--- src/rtl/npc_pkg.sv ---
// npc_pkg: shared control-select encoding for the next-PC unit.
// Contents: npc_cs_t (3-bit control select) and its CS_* encodings.
// Imported by npc_unit; no logic of its own.
package npc_pkg;

  typedef logic [2:0] npc_cs_t;

  localparam npc_cs_t CS_SEQ  = 3'b000;  // pc + 1
  localparam npc_cs_t CS_BNE  = 3'b001;  // imm16 if !zero
  localparam npc_cs_t CS_J    = 3'b010;  // imm26
  localparam npc_cs_t CS_JR   = 3'b011;  // ra
  localparam npc_cs_t CS_CALL = 3'b100;  // imm26, push return address
  localparam npc_cs_t CS_BEQ  = 3'b101;  // imm16 if zero
  localparam npc_cs_t CS_RET  = 3'b110;  // RAS top (ra if empty), pop
  localparam npc_cs_t CS_HOLD = 3'b111;  // npc = pc

endpackage

--- src/rtl/npc_ras.sv ---
// npc_ras: circular return-address stack; a push when full drops the oldest entry.
// Ports: clk/rst, push/pop strobes (already qualified by stall), din = return address,
//        top = newest entry (combinational), empty, ovf (sticky until reset).
module npc_ras #(
  parameter int AW        = 32,
  parameter int RAS_DEPTH = 8
) (
  input  logic          clk,
  input  logic          rst,
  input  logic          push,
  input  logic          pop,
  input  logic [AW-1:0] din,
  output logic [AW-1:0] top,
  output logic          empty,
  output logic          ovf
);

  localparam int         PW   = $clog2(RAS_DEPTH);
  localparam logic [PW:0] FULL = (PW+1)'(RAS_DEPTH);

  logic [AW-1:0] mem [RAS_DEPTH];
  logic [PW-1:0] wp;
  logic [PW:0]   cnt;

  // The newest entry sits just below the write pointer; the pointer wraps
  // naturally because RAS_DEPTH is a power of two.
  assign top   = mem[wp - PW'(1)];
  assign empty = (cnt == '0);

  always_ff @(posedge clk or posedge rst) begin
    if (rst) begin
      wp  <= '0;
      cnt <= '0;
      ovf <= 1'b0;
    end else if (push) begin
      wp <= wp + PW'(1);
      // When full, the write lands on the oldest slot: count stays saturated.
      if (cnt == FULL) ovf <= 1'b1;
      else             cnt <= cnt + (PW+1)'(1);
    end else if (pop && !empty) begin
      wp  <= wp - PW'(1);
      cnt <= cnt - (PW+1)'(1);
    end
  end

  always_ff @(posedge clk) begin
    if (push) mem[wp] <= din;
  end

endmodule

--- src/rtl/npc_unit.sv ---
// npc_unit: architectural PC register and next-PC select for the fetch stage.
// Ports: clk/rst, stall (holds PC and RAS), cs/zero/imm/ra select inputs;
//        pc (registered), npc/taken (combinational), ras_empty, ras_ovf (sticky).
// Build option: define NPC_RAS_EN to include the return-address stack; without it
// call does not push, ret jumps to ra, ras_empty reads 1 and ras_ovf reads 0.
module npc_unit
  import npc_pkg::*;
#(
  parameter int            AW        = 32,
  parameter int            RAS_DEPTH = 8,
  parameter logic [AW-1:0] RESET_PC  = '0
) (
  input  logic          clk,
  input  logic          rst,
  input  logic          stall,
  input  logic [2:0]    cs,
  input  logic          zero,
  input  logic [25:0]   imm,
  input  logic [AW-1:0] ra,
  output logic [AW-1:0] pc,
  output logic [AW-1:0] npc,
  output logic          taken,
  output logic          ras_empty,
  output logic          ras_ovf
);

  // Immediate fields are zero-extended, or truncated when AW is narrower.
  localparam int N16 = (AW < 16) ? AW : 16;
  localparam int N26 = (AW < 26) ? AW : 26;

  npc_cs_t       sel;
  logic [AW-1:0] seq;
  logic [AW-1:0] imm16_ext;
  logic [AW-1:0] imm26_ext;
  logic [AW-1:0] ret_tgt;

  assign sel = npc_cs_t'(cs);
  assign seq = pc + AW'(1);

  always_comb begin
    imm16_ext = '0;
    imm26_ext = '0;
    for (int i = 0; i < N16; i++) imm16_ext[i] = imm[i];
    for (int i = 0; i < N26; i++) imm26_ext[i] = imm[i];
  end

`ifdef NPC_RAS_EN
  logic [AW-1:0] ras_top;
  logic          ras_push;
  logic          ras_pop;

  // Stack updates commit on the same edge as the PC, so stall gates them too.
  assign ras_push = !stall && (sel == CS_CALL);
  assign ras_pop  = !stall && (sel == CS_RET);

  npc_ras #(
    .AW        (AW),
    .RAS_DEPTH (RAS_DEPTH)
  ) u_ras (
    .clk   (clk),
    .rst   (rst),
    .push  (ras_push),
    .pop   (ras_pop),
    .din   (seq),
    .top   (ras_top),
    .empty (ras_empty),
    .ovf   (ras_ovf)
  );

  assign ret_tgt = ras_empty ? ra : ras_top;
`else
  assign ras_empty = 1'b1;
  assign ras_ovf   = 1'b0;
  assign ret_tgt   = ra;
`endif

  always_comb begin
    npc = seq;
    case (sel)
      CS_SEQ:  npc = seq;
      CS_BNE:  npc = zero ? seq : imm16_ext;
      CS_BEQ:  npc = zero ? imm16_ext : seq;
      CS_J:    npc = imm26_ext;
      CS_JR:   npc = ra;
      CS_CALL: npc = imm26_ext;
      CS_RET:  npc = ret_tgt;
      CS_HOLD: npc = pc;
      default: npc = seq;
    endcase
  end

  // Taken means "not the fall-through address", whatever source produced it.
  assign taken = (npc != seq);

  always_ff @(posedge clk or posedge rst) begin
    if (rst)         pc <= RESET_PC;
    else if (!stall) pc <= npc;
  end

endmodule

--- config.mk ---
export PLATFORM = sky130hd
export DESIGN_NAME = npc_unit
export DESIGN_NICKNAME = d
export VERILOG_FILES = /design/src/rtl/npc_pkg.sv /design/src/rtl/npc_ras.sv /design/src/rtl/npc_unit.sv
export SDC_FILE = /design/constraint.sdc
export NUM_CORES = 1
export LEC_CHECK = 0
export BUFFER_PORTS_ARGS = -buffer_cell sky130_fd_sc_hd__buf_4
export CORE_ASPECT_RATIO = 1.1
export CORE_MARGIN = 2
export CORE_UTILIZATION = 45
export CTS_BUF_LIST = sky130_fd_sc_hd__clkbuf_8
export CTS_CLUSTER_SIZE = 25
export DETAILED_ROUTE_END_ITERATION = 10
export HOLD_SLACK_MARGIN = 0.08
export PLACE_DENSITY = 0.81
export SLEW_MARGIN = 20
export SYNTH_ARGS = -nofsm -noshare
export SYNTH_HDL_FRONTEND = slang
export SYNTH_HIERARCHICAL = 1
export SYNTH_SLANG_ARGS = --single-unit
--- constraint.sdc ---
create_clock -name clk -period 4.81 [get_ports clk]
set_input_delay 0.2405 -clock clk [delete_from_list [all_inputs] [get_ports clk]]
set_output_delay 0.2405 -clock clk [all_outputs]
set_load 0.05 [all_outputs]
==> results by group <==
Drt
  – DR iter-0 viols: 392
  – DRT Pass-1 Iters: 5
  – Post-Route WL: 13.7 mm
  – Via Count: 4,436
  – Post-route DRC: 0
  – DRT antenna net count: 0
  – Wire per inst: 19.7 um
  – Vias/cell: 6.37

Worst hold path
  – Worst hold path class: in2reg

STA
  – Fin. Hold Viols: 0
  – Unrepaired setup endpoints after global routing: false
  – Worst-Margin Slew: 907 ps
  – Slew Limit Fails: 0
  – Tmin final: 3970 ps
  – Worst Skew: 9.14 ps
  – WHS: 403 ps
  – Setup TNS: 0 ps
  – Final period utilization: 0.825
  – Max Clk Rate: 0.252 GHz
  – Slew headroom: 0.394
  – Setup violations, final: 0

Finish
  – Layout cells sized above 1: 0.350
  – Final nets: 650
  – Largest reg by FF count: pc
  – P&R area growth vs syn: 27.0%
  – Max reg flops: 32
  – ANT cells: 0
  – Top Registers: pc x32
  – Fillers: 778

Yosys
  – Synth Area in Adders: 0.00319
  – Synth cell count leaders: 48 x mux2_2, 46 x nand2_1, 32 x dfrtp_1
  – Synth warn: 6
  – Mapped Area: 3930 um^2
  – Netlist cell types: 69
  – Post-synthesis mux area share: 0.181
  – Flop and latch count out of synthesis: 32
  – Cells after Synth: 479
  – Top FF cell, synth: dfrtp_1
  – Post-Synth Simple-Gate Area: 0.227
  – Mean Syn Cell Area: 8.19 um^2
  – Post-synthesis xor/xnor area fraction: 0.0647
  – Top post-synthesis cells by area: dfrtp_1 20%, mux2_2 14%, nand2_1 4.4%
  – Syn Nets: 545
  – Largest family of logic cells by synthesized area: compound AO/OA/AOI/OAI gates
  – Sequential share of the synthesized area: 0.204
  – Post-synth EDFFs: 0
  – Most frequent cell after synthesis: mux2_2
  – Compound-Gate Fraction of Synth Area: 0.257
  – Post-synth ARST share: 1.00
  – Post-synth top area cell: dfrtp_1
  – Synth top area share: 0.204

Pwr
  – Clock power share: 0.137
  – Leak: 2.27 nW
  – Switch Pwr: 863 uW
  – Pint: 787 uW
  – Maximum VDD drop: 203 uV
  – Combinational cell fraction of total power: 0.603
  – Switching Share: 0.523
  – Sequential Power Share: 0.260
  – PD cells: 331 nW/um^2

Floorplan
  – Num ports: 132
  – Initial Util: 0.467
  – Core area: 8410 um^2
  – Die X: 93.0 um
  – # rows: 35
  – Die Footprint: 9490 um^2
  – Die Ht: 102 um

GRT
  – Largest net degree at the start of global routing: 59
  – Initial antenna violation count: 0
  – Vias in the first global route: 4,188
  – Gr usage total: 0.286
  – First-pass GRT wire length: 21.7 mm
  – GRT overflow: 0

Clock network
  – H-Tree Depth: 2
  – Reg clk slew, reported paths: 80 ps
  – Clk sink count: 32
  – CTS Root Cell: clkbuf_8
  – Clk buf depth: 2
  – Num CTS Buffers: 5
  – CTS tree: done
  – Clock latency on the worst-skew pair: 300 ps

Outcome
  – Status: completed

Setup path
  – Worst path arrival time: 3730 ps
  – CP Capture Type: output port
  – Worst Setup Path Type: reg2out
  – CP Launch Type: flop
  – Req. time, crit path: 4570 ps
  – Worst-path maximum fanout: 11

Placed design
  – Post-DP HPWL: 10.1 mm
  – Buffers on Ports: 129
  – Final GP Congestion: 0.948

Job
  – MaxCap Viol Count: 0
## routing by layer
layer	GRT usage	wire length (um)
met1	0.394	5710
met2	0.479	6620
met3	0.0317	1160
met4	0.0837	250
met5	0	0
## worst max-delay path, cell delays in order (launching register included)
cell       delay (ps)
dfrtp_1           490
ha_1              290
nand3_1           260
nor2_1            700
nand2_1           150
xnor2_1           290
o21ai_0           130
or3_1             320
nor4_1            370
o2111ai_1         210
buf_4             230
## what timing repair did
action	in CTS	in global routing
gates resized for setup	0	0
buffers inserted	0	0
hold buffers	1	0
hold endpoints to repair	32	0
setup endpoints to repair	0	0
## final timing paths
check	from	end	slack (ps)	cells past startpoint
worst max-delay path	pc[0]$_DFFE_PP0N_	taken	840	10
worst min-delay path	imm[15]	pc[15]$_DFFE_PP0N_	400	4
worst max register to register	pc[0]$_DFFE_PP0N_	pc[10]$_DFFE_PP0N_	1970	7
worst min register to register	pc[31]$_DFFE_PP0N_	pc[31]$_DFFE_PP0N_	600	1
max in group asynchronous	rst	pc[27]$_DFFE_PP0N_	3890	4
min in group asynchronous	rst	pc[3]$_DFFE_PP0N_	600	4
## placed cells by master, fill, tap and decap left out, types with 5 or more instances in the layout
cell      Yosys  routed
inv_1        13      13
a22o_1       16      16
nand2b_1      5       5
nor2_1       23      23
nand2_1      46      46
xnor2_1      12      12
a21oi_1      19      19
a32oi_1       5       5
nand3_1      20      20
nor4_1        5       5
o22ai_1       9       9
mux2i_1      17      17
buf_4         4     134
a221oi_1      5       5
o21ai_0      18      18
nand4_1      11      11
clkbuf_8      0       6
dfrtp_1      32      32
a22oi_1      18      18
mux2_2       48      48
xor2_1       17      17
a211oi_1     12      12
nor3_1        6       6
nor2b_1      14      14
## final cells by class
type | instances | area [um^2] | share of cell area
multi-input cells | 397 | 2890 | 0.579
repair buffers | 135 | 1020 | 0.204
flip-flops and latches | 32 | 801 | 0.161
well taps | 111 | 139 | 0.0279
clock buffers | 6 | 82.6 | 0.0166
inverters | 13 | 48.8 | 0.00979
clock inverters | 2 | 10.0 | 0.00201
## cells by family after synthesis
kind of cell / after synthesis
and+or+nand+nor: 161
AOI/OAI and AO/OA: 139
muxes: 65
buffers and inverters: 50
DFF: 32
xor gates and xnor gates: 29
other: 2
adders and majority gates: 1
## through the flow
step | power (mW) | cells | worst slack, ps | instance area (um^2) | util
3_3_place_gp | 1.40 | 687 | 1350 | 4880 | 0.581
4_1_cts | 1.64 | 696 | 930 | 4980 | 0.593
5_1_grt | 1.73 | 696 | 528 | 4980 | 0.593
2_1_floorplan | 1.11 | 479 | 1310 | 3930 | -
3_5_place_dp | 1.41 | 687 | 1240 | 4880 | 0.581
6_report | 1.65 | 696 | 840 | 4980 | 0.593
## power by group through the flow
stage | logic (mW) | registers, mW | clock network (mW)
CTS | 0.986 | 0.425 | 0.229
floorplan | 0.545 | 0.563 | 0
finish | 0.994 | 0.429 | 0.227
global route | 1.05 | 0.440 | 0.239
detailed placement | 0.982 | 0.430 | 0
global placement | 0.974 | 0.426 | 0
(Power assumes the default switching activity.)
